--- config.mk ---
export PLATFORM = sky130hd
export DESIGN_NAME = uart_bus_master
export DESIGN_NICKNAME = d
export VERILOG_FILES = /design/src/rtl/uart_bus_master_pkg.sv /design/src/rtl/uart_bus_master_timeout.sv /design/src/rtl/uart_bus_master.sv
export SDC_FILE = /design/constraint.sdc
export NUM_CORES = 1
export LEC_CHECK = 0
export CORE_UTILIZATION = 40
export DETAILED_ROUTE_END_ITERATION = 7
export RECOVER_POWER = 50
export SLEW_MARGIN = 20
export SYNTH_ARGS = -nofsm -noshare
export SYNTH_HDL_FRONTEND = slang
export SYNTH_SLANG_ARGS = --single-unit
--- constraint.sdc ---
create_clock -name clk -period 5.45 [get_ports clk]
set_clock_uncertainty 0.2 [all_clocks]
set_input_delay 1.09 -clock clk [delete_from_list [all_inputs] [get_ports clk]]
set_output_delay 1.09 -clock clk [all_outputs]
set_load 0.05 [all_outputs]
--- src/rtl/uart_bus_master_pkg.sv ---
// Shared constants for the UART bus master: command/response codes and FSM state encoding.
package uart_bus_master_pkg;

  localparam logic [7:0] CMD_WRITE = 8'h57;
  localparam logic [7:0] CMD_READ  = 8'h52;
  localparam logic [7:0] RSP_ACK   = 8'h06;
  localparam logic [7:0] RSP_NAK   = 8'h15;

  typedef enum logic [2:0] {
    S_IDLE  = 3'd0,
    S_ADDR  = 3'd1,
    S_DATA  = 3'd2,
    S_WRITE = 3'd3,
    S_READ  = 3'd4,
    S_RCAP  = 3'd5,
    S_RESP  = 3'd6
  } state_e;

endpackage

--- src/rtl/uart_bus_master_timeout.sv ---
// Inter-byte timeout: counts enabled cycles since the last clear and flags the final one.
module uart_timeout #(
  parameter int unsigned TIMEOUT = 2500000,
  parameter int unsigned TOBITS  = 22
) (
  input  logic clk,
  input  logic reset,
  input  logic clear,
  input  logic enable,
  output logic expired
);

  localparam logic [TOBITS-1:0] LAST = TOBITS'(TIMEOUT - 1);

  logic [TOBITS-1:0] count_q, count_d;

  // expired marks the TIMEOUT-th waiting cycle, so the owner leaves on the edge where the count would reach TIMEOUT
  assign expired = enable && (count_q == LAST);

  always_comb begin
    count_d = count_q;
    if (clear) begin
      count_d = '0;
    end else if (enable && !expired) begin
      count_d = count_q + 1'b1;
    end
  end

  always_ff @(posedge clk) begin
    if (reset) begin
      count_q <= '0;
    end else begin
      count_q <= count_d;
    end
  end

endmodule

--- src/rtl/uart_bus_master.sv ---
// UART-driven bus master: decodes 'W'/'R' byte commands into single bus cycles and answers over the UART.
module uart_bus_master
  import uart_bus_master_pkg::*;
#(
  parameter int unsigned TIMEOUT = 2500000,
  parameter int unsigned TOBITS  = 22
) (
  input  logic        clk,
  input  logic        reset,
  input  logic        rx_dv,
  input  logic [7:0]  rx_data,
  output logic        rx_rd,
  input  logic        tx_thre,
  output logic        tx_wr,
  output logic [7:0]  tx_data,
  output logic        bus_req,
  output logic [29:0] addr,
  output logic [31:0] wdata,
  output logic [3:0]  wstrb,
  input  logic [31:0] rdata,
  output logic        busy
);

  state_e      state_q, state_d;
  logic [1:0]  cnt_q, cnt_d;
  logic        is_read_q, is_read_d;
  logic [31:0] shift_q, shift_d;
  logic [29:0] pend_addr_q, pend_addr_d;
  logic [29:0] addr_q, addr_d;
  logic [31:0] wdata_q, wdata_d;
  logic [31:0] resp_q, resp_d;
  logic [1:0]  resp_last_q, resp_last_d;
  logic        rx_rd_q, rx_rd_d, rx_hold_q;
  logic        tx_wr_q, tx_wr_d;
  logic [7:0]  tx_data_q, tx_data_d;

  logic        accepting, accept;
  logic        to_clear, to_enable, to_expired;
  logic [31:0] full_word;

  assign accepting = (state_q == S_IDLE) || (state_q == S_ADDR) || (state_q == S_DATA);
  // rx_dv is stale while rx_rd is high and in the cycle after, until the UART has really popped
  assign accept    = accepting && rx_dv && !rx_rd_q && !rx_hold_q;
  assign full_word = {rx_data, shift_q[31:8]};
  assign to_enable = (state_q == S_ADDR) || (state_q == S_DATA);
  assign to_clear  = accept ||
                     ((state_d != state_q) && ((state_d == S_ADDR) || (state_d == S_DATA)));

  uart_timeout #(
    .TIMEOUT(TIMEOUT),
    .TOBITS (TOBITS)
  ) u_timeout (
    .clk    (clk),
    .reset  (reset),
    .clear  (to_clear),
    .enable (to_enable),
    .expired(to_expired)
  );

  always_comb begin
    state_d     = state_q;
    cnt_d       = cnt_q;
    is_read_d   = is_read_q;
    shift_d     = shift_q;
    pend_addr_d = pend_addr_q;
    addr_d      = addr_q;
    wdata_d     = wdata_q;
    resp_d      = resp_q;
    resp_last_d = resp_last_q;
    rx_rd_d     = accept;
    tx_wr_d     = 1'b0;
    tx_data_d   = tx_data_q;

    case (state_q)
      S_IDLE: begin
        if (accept) begin
          cnt_d = 2'd0;
          if ((rx_data == CMD_WRITE) || (rx_data == CMD_READ)) begin
            state_d   = S_ADDR;
            is_read_d = (rx_data == CMD_READ);
          end else begin
            state_d     = S_RESP;
            resp_d      = {24'h0, RSP_NAK};
            resp_last_d = 2'd0;
          end
        end
      end
      S_ADDR: begin
        if (accept) begin
          shift_d = full_word;
          if (cnt_q == 2'd3) begin
            cnt_d = 2'd0;
            if (is_read_q) begin
              state_d = S_READ;
              addr_d  = full_word[31:2];
            end else begin
              state_d     = S_DATA;
              pend_addr_d = full_word[31:2];
            end
          end else begin
            cnt_d = cnt_q + 2'd1;
          end
        end else if (to_expired) begin
          state_d = S_IDLE;
          cnt_d   = 2'd0;
        end
      end
      S_DATA: begin
        if (accept) begin
          shift_d = full_word;
          if (cnt_q == 2'd3) begin
            cnt_d   = 2'd0;
            state_d = S_WRITE;
            addr_d  = pend_addr_q;
            wdata_d = full_word;
          end else begin
            cnt_d = cnt_q + 2'd1;
          end
        end else if (to_expired) begin
          state_d = S_IDLE;
          cnt_d   = 2'd0;
        end
      end
      S_WRITE: begin
        state_d     = S_RESP;
        resp_d      = {24'h0, RSP_ACK};
        resp_last_d = 2'd0;
        cnt_d       = 2'd0;
      end
      S_READ: begin
        state_d = S_RCAP;
      end
      S_RCAP: begin
        state_d     = S_RESP;
        resp_d      = rdata;
        resp_last_d = 2'd3;
        cnt_d       = 2'd0;
      end
      S_RESP: begin
        if (tx_thre && !tx_wr_q) begin
          tx_wr_d   = 1'b1;
          tx_data_d = resp_q[{cnt_q, 3'b000} +: 8];
          if (cnt_q == resp_last_q) begin
            state_d = S_IDLE;
            cnt_d   = 2'd0;
          end else begin
            cnt_d = cnt_q + 2'd1;
          end
        end
      end
      default: begin
        state_d = S_IDLE;
        cnt_d   = 2'd0;
      end
    endcase
  end

  always_ff @(posedge clk) begin
    if (reset) begin
      state_q     <= S_IDLE;
      cnt_q       <= 2'd0;
      is_read_q   <= 1'b0;
      shift_q     <= 32'h0;
      pend_addr_q <= 30'h0;
      addr_q      <= 30'h0;
      wdata_q     <= 32'h0;
      resp_q      <= 32'h0;
      resp_last_q <= 2'd0;
      rx_rd_q     <= 1'b0;
      rx_hold_q   <= 1'b0;
      tx_wr_q     <= 1'b0;
      tx_data_q   <= 8'h00;
    end else begin
      state_q     <= state_d;
      cnt_q       <= cnt_d;
      is_read_q   <= is_read_d;
      shift_q     <= shift_d;
      pend_addr_q <= pend_addr_d;
      addr_q      <= addr_d;
      wdata_q     <= wdata_d;
      resp_q      <= resp_d;
      resp_last_q <= resp_last_d;
      rx_rd_q     <= rx_rd_d;
      rx_hold_q   <= rx_rd_q;
      tx_wr_q     <= tx_wr_d;
      tx_data_q   <= tx_data_d;
    end
  end

  assign rx_rd   = rx_rd_q;
  assign tx_wr   = tx_wr_q;
  assign tx_data = tx_data_q;
  assign addr    = addr_q;
  assign wdata   = wdata_q;
  assign bus_req = (state_q == S_WRITE) || (state_q == S_READ);
  assign wstrb   = (state_q == S_WRITE) ? 4'hF : 4'h0;
  assign busy    = (state_q != S_IDLE);

endmodule

==> results of run 1 <==
[stage by stage]
step / worst slack, ns / hold WS [ns] / power [uW]
after floorplan: 2.16 / 0.232 / 2070
after global placement: 1.76 / 0.241 / 2280
after detailed placement: 1.74 / 0.245 / 2280
after CTS: 1.39 / 0.255 / 3500
after global routing: 1.13 / 0.269 / 3610
final: 1.44 / 0.254 / 3460
[final cells by class]
type / instances / area, um^2 / area share (%)
sequential: 188 / 3760 / 39.8
clock inverter: 12 / 130 / 1.38
clock buffer: 19 / 453 / 4.79
inverter: 5 / 18.8 / 0.199
timing repair buffer: 131 / 1280 / 13.6
tap: 229 / 287 / 3.03
multi-input combinational: 629 / 3510 / 37.2
[worst max-delay path by stage]
stage	to	slack (ns)	cells past startpoint	start
6_report	bus_req	1.44	4	state_q[0]
5_1_grt	wdata[31]	1.13	7	rx_dv
4_1_cts	bus_req	1.39	4	state_q[0]
3_5_place_dp	pend_addr_q[6]	1.74	6	rx_dv
3_3_place_gp	pend_addr_q[1]	1.76	6	rx_dv
2_1_floorplan	bus_req	2.16	4	state_q[0]
[routing by layer]
| metal | global-route usage [%] | up-vias |
|---|---|---|
| li1 | - | 3221 |
| met1 | 27.4 | 3005 |
| met2 | 31.5 | 154 |
| met3 | 4.65 | 16 |
| met4 | 5.20 | 0 |
| met5 | 0 | - |
[logic make-up (layout without fill, tap and decap cells)]
family          Yosys count  in the layout
flops                   188            188
xor+xnor                 13             13
mux                      41             41
compound gates          195            195
simple gates            378            378
fa+ha+maj                 2              2
buf+inv                  67            167
[state kept, by name (all words and copies together), names as in the netlist]
| signal | count |
|---|---|
| shift_q | 24 |
| wdata | 32 |
| state_q | 3 |
| addr | 30 |
| resp_q | 32 |
| tx_data | 8 |
| rx_rd | 1 |
| rx_hold_q | 1 |
| cnt_q | 2 |
| u_timeout.count_q | 22 |
| pend_addr_q | 30 |
| tx_wr | 1 |
| is_read_q | 1 |
| resp_last_q | 1 |
[critical path, delay by kind of cell, from the launching register on]
| family | cells | cell delay [ns] |
|---|---|---|
| DFF | 1 | 0.58 |
| and+or+nand+nor | 2 | 0.76 |
| AOI/OAI and AO/OA | 1 | 0.16 |
| buffers and inverters | 1 | 0.80 |
[power groups by stage]
stage	logic, uW	clock network, uW	registers (uW)
3_3_place_gp	727	0	1550
6_report	716	1220	1520
2_1_floorplan	565	0	1500
3_5_place_dp	728	0	1550
5_1_grt	774	1310	1530
4_1_cts	729	1250	1520
[cells in the final DEF (no fill, tap or decap), drive strengths merged, types with 4 or more instances in the layout]
master / instances
clkinv: 4
xor2: 10
mux2i: 33
nand2b: 9
a211oi: 31
nor3: 5
clkdlybuf4s50: 47
nand4: 9
inv: 10
buf: 10
a22oi: 29
nor4: 4
mux4: 8
or3: 11
a21oi: 107
nand3: 17
nor2b: 4
clkbuf: 20
nor4b: 4
dfxtp: 188
dlygate4sd3: 73
nand2: 217
o21ai: 13
nor2: 85
==> run metrics, run 1 <==
CTS tree=built; Final Core Density=51.9%; cts repair resizes=0; fraction of layout cells with a size suffix above 1=6.50%; register area share after synthesis=49.8%; status=finished with violations; Skew-Pair Late Insertion Delay=0.43 ns; required time worst endpoint=4.16 ns; Clock Power Share=35.4%; Die Y=139 um; metal3 WL=921 um; Die Wd=139 um; TritonCTS Sinks=188; Post-Syn Area=0.00755 mm^2; remaining antenna violation count=0; Gate power share=20.7%; met2 wire len=8.52 mm; final setup fails=0; Synth Flop Type=dfxtp_1; worst r2r dst=pend_addr_q[1]; ant diodes=0; Hold Vio Cnt, Final=0; Post-synth top cells=217 x nand2_1, 188 x dfxtp_1, 107 x a21oi_1, 85 x nor2_1, 34 x clkbuf_1; RSZ-0062 raised after global routing=no; GRT overflow=0; part of the cycle the worst path needs=73.6%; Synth top area share=49.8%; maximum VDD drop=0.213 mV; end of the worst hold path=pend_addr_q[21]; Die Area=0.0194 mm^2; CP max FO=12; FF-to-FF path depth=5; hold depth=2; count of input and output buffers=121; worst reg2reg startpoint=state_q[2]; Final nets=1018; Switching Share=31.9%; vias in the first global route=6012; Post-synth EDFFs=0; dpl cell area=0.00888 mm^2; Initial Utilization=41.5%; CP cell instances=nand2_1, nor2_1, a21o_1, clkdlybuf4s50_1; post-synthesis adder-cell area fraction=0.331%; failing checks=capacitance limit, slew limit; Placer Congestion=0.784; I/O pins=122; CORE AREA=0.0182 mm^2; LEAKAGE=0.00327 uW; type of the worst min-delay path=reg -> reg; syn_area_per_cell=8.55 um^2; switching power=1100 uW; row count=49; Slew @ Worst Pin=1.84 ns; fmax=249 MHz; Slowest cell on crit path=clkdlybuf4s50_1; non-filler cells, final=1213; Post-synth ARST share=0%; Avg WL per Cell=15.5 um; Area growth syn-to-layout=25.1%; Synth cell types=52; largest family of logic cells by synthesized area=simple AND/OR/NAND/NOR gates; MaxCap Viol Count=1; compound-cell area share of the yosys netlist=15.5%; overall routed net length=18.8 mm; number of antenna violations at the first check in global routing=0; CTS Hold Bufs=0; CTS max path bufs=2; register clock-pin slew on the reported worst setup and hold paths=0.07 ns; Reg2Reg Setup Slack=2.00 ns; Placed Cells=1182; wl on met1=9.21 mm; Syn. warnings=0; Top Metal Used=met4; DRT iter0 DRCs=428; htree depth=4; largest area contributor in the netlist=dfxtp_1; Post-Syn Instances=884; CTS Buf Count=17; first-pass GRT wire length=30.9 mm; min-delay src=pend_addr_q[21]; Int Power=2350 uW; Post-DP HPWL=12.3 mm; Setup CP Type=reg -> out; mux contribution to synthesized area=6.76%; Seq pwr share=43.9%; top cells by area, synth=dfxtp_1 50%, nand2_1 11%, a21oi_1 7.1%, mux2i_1 4.4%, nor2_1 4.2%; Pre-antenna DRT Iters=4; XOR/XNOR share of the synthesized area=1.51%; Max-slew headroom=-22.8%; top-count cell post-synth=nand2_1; Net Count, Synth=930; Root Driver=clkbuf_16; fin. max-slew vios=92; Post-Route Setup TNS=0 ns; #FFs+latches synth=188; CP max stage delay=0.80 ns; largest net degree at the start of global routing=92; Startpoint Class=register; Vias=6396; CP Capture Type=primary output; WP data arrival=2.72 ns; Fillers=1716; PD cells=366 mW/mm^2; crit path time final=4.01 ns; design area=0.00945 mm^2; post-CTS repair timing setup buffer count=0; vias per inst=5.27; Residual DRC=0; GRT Util Overall=20.0%; synthesized-area fraction occupied by and/or/nand/nor cells=22.1%
Note: power is estimated with default switching activity, not from simulation.
==> run 2: changes to the inputs <==
clock period = 4.15 ns   (was 5.45 ns; I/O delays follow)
==> run 2 against run 1 <==
  * The flow still finishes with violations (capacitance limit, slew limit)
  * Sequential power is 30% higher
  * Cell count increased by 0.66%
  * Core utilization increased by 0.37 points
  * Global-route usage increased by 0.48 points
  * Critical endpoint unchanged
==> run metrics, run 2 (same netlist as run 1, synthesis figures left out) <==
status=finished with violations (unchanged); failing checks=capacitance limit, slew limit (unchanged); Residual DRC=0 (unchanged); ant diodes=0 (unchanged); Die Area=0.0194 mm^2 (unchanged); dpl cell area=0.00895 mm^2 (was 0.00888 mm^2); Max-slew headroom=-6.96% (was -22.8%); I/O pins=122 (unchanged); count of input and output buffers=121 (unchanged); GRT Util Overall=20.5% (was 20.0%); Root Driver=clkbuf_16 (unchanged); GRT overflow=0 (unchanged); CP max FO=12 (unchanged); DRT iter0 DRCs=395 (was 428); CTS tree=built (unchanged); CP max stage delay=0.80 ns (about the same); htree depth=4 (unchanged); MaxCap Viol Count=2 (was 1); Fillers=1734 (was 1716); CTS max path bufs=2 (unchanged); Slew @ Worst Pin=1.60 ns (was 1.84 ns); fmax=286 MHz; first-pass GRT wire length=31.6 mm (was 30.9 mm); family with the most delay on the worst path=buffers and inverters (unchanged); LEAKAGE=0.00327 uW (about the same); crit path time final=3.49 ns; type of the worst min-delay path=reg -> reg (unchanged); Post-DP HPWL=12.4 mm (was 12.3 mm); design area=0.00952 mm^2 (was 0.00945 mm^2); fin. max-slew vios=116 (was 92); Avg WL per Cell=15.5 um (about the same); Initial Utilization=41.5% (unchanged); cts repair resizes=0 (unchanged); number of antenna violations at the first check in global routing=0 (unchanged); most common cell after layout, fill and taps aside=nand2_1 (unchanged); Area growth syn-to-layout=26.0% (was 25.1%); row count=49 (unchanged); remaining antenna violation count=0 (unchanged); CORE AREA=0.0182 mm^2 (unchanged); CP Capture Type=primary output (unchanged); post-CTS repair timing setup buffer count=0 (unchanged); final setup fails=0 (unchanged); Die Wd=139 um (unchanged); part of the cycle the worst path needs=84.1%; Pre-antenna DRT Iters=5 (was 4); Placer Congestion=0.758 (was 0.784); Skew-Pair Late Insertion Delay=0.43 ns (about the same); largest net degree at the start of global routing=77 (was 92); Post-Route Setup TNS=0 ns (unchanged); required time worst endpoint=3.12 ns (was 4.16 ns); CP Buf/Inv Count=2 (was 1); PD cells=486 mW/mm^2 (was 366 mW/mm^2); Design Power=4620 uW (was 3460 uW); vias in the first global route=5978 (was 6012); Hold Vio Cnt, Final=0 (unchanged); maximum VDD drop=0.301 mV (was 0.213 mV); RSZ-0062 raised after global routing=no (unchanged); TritonCTS Sinks=188 (unchanged); Setup CP Type=reg -> out (unchanged); Final nets=1025 (was 1018); CTS Hold Bufs=0 (unchanged); CP cell instances=nand2_1, nor2_1, buf_4, a21o_1, clkdlybuf4s50_1 (was nand2_1, nor2_1, a21o_1, clkdlybuf4s50_1); WP data arrival=2.46 ns (was 2.72 ns); vias per inst=5.23 (was 5.27); Die Y=139 um (unchanged); commonest cells after routing, fill and taps aside=217 x nand2_1, 188 x dfxtp_1, 107 x a21oi_1, 82 x nor2_1, 62 x dlygate4sd3_1 (was 217 x nand2_1, 188 x dfxtp_1, 107 x a21oi_1, 82 x nor2_1, 73 x dlygate4sd3_1); CTS Buf Count=17 (unchanged); Vias=6387 (was 6396); fraction of layout cells with a size suffix above 1=6.65% (was 6.50%); register clock-pin slew on the reported worst setup and hold paths=0.07 ns (about the same); Startpoint Class=register (unchanged); overall routed net length=18.9 mm (was 18.8 mm); Slowest cell on crit path=clkdlybuf4s50_1 (unchanged)
-- run 2: metrics by stage --
step | utilization, % | hold slack [ns] | instances | setup slack (ns)
2_1_floorplan | - | 0.232 | 884 | 1.12
3_3_place_gp | 49.1 | 0.242 | 1189 | 0.881
3_5_place_dp | 49.1 | 0.248 | 1189 | 0.815
4_1_cts | 52.5 | 0.257 | 1221 | 0.609
5_1_grt | 52.3 | 0.267 | 1221 | 0.492
6_report | 52.3 | 0.251 | 1221 | 0.659
-- run 2: layer usage --
metal | vias to the layer above | share of wire, % | global-route usage, %
met5 | - | 0 | 0
met4 | 0 | 1.1 | 6.78
met3 | 14 | 5.7 | 4.75
met2 | 161 | 44 | 31.2
met1 | 2969 | 49 | 28.4
li1 | 3243 | - | -
-- run 2: power by group --
| part | internal (uW) | switching (uW) | total, uW |
|---|---|---|---|
| Clock | 939 | 740 | 1680 |
| Combinational | 347 | 612 | 959 |
| Sequential | 1870 | 109 | 1980 |
| Total | 3160 | 1460 | 4620 |
-- run 2: path summary, 6_finish.rpt --
kind	slack (ns)	from	cells after the start	end
max reg2reg	1.44	state_q[2]	7	state_q[1]
max	0.66	state_q[1]	5	bus_req
min reg2reg	0.25	wdata[28]	2	wdata[28]
min	0.25	wdata[28]	2	wdata[28]
-- run 2: area by class of cell --
| class | instances | area, um^2 | share of cell area, % |
|---|---|---|---|
| flip-flops and latches | 188 | 3760 | 39.6 |
| multi-input cells | 629 | 3510 | 36.9 |
| repair buffers | 138 | 1330 | 14.0 |
| clock buffers | 20 | 457 | 4.80 |
| well taps | 229 | 287 | 3.01 |
| clock inverters | 12 | 149 | 1.56 |
| inverters | 5 | 18.8 | 0.197 |
-- run 2: worst reg2reg max path, stage by stage, from the launching register on --
cell and delay, ns:
dfxtp_1 0.43, buf_4 0.25, nor4b_4 0.46, nand4b_1 0.19
clkbuf_1 0.47, a21oi_1 0.28, o31ai_1 0.12, a31oi_1 0.21
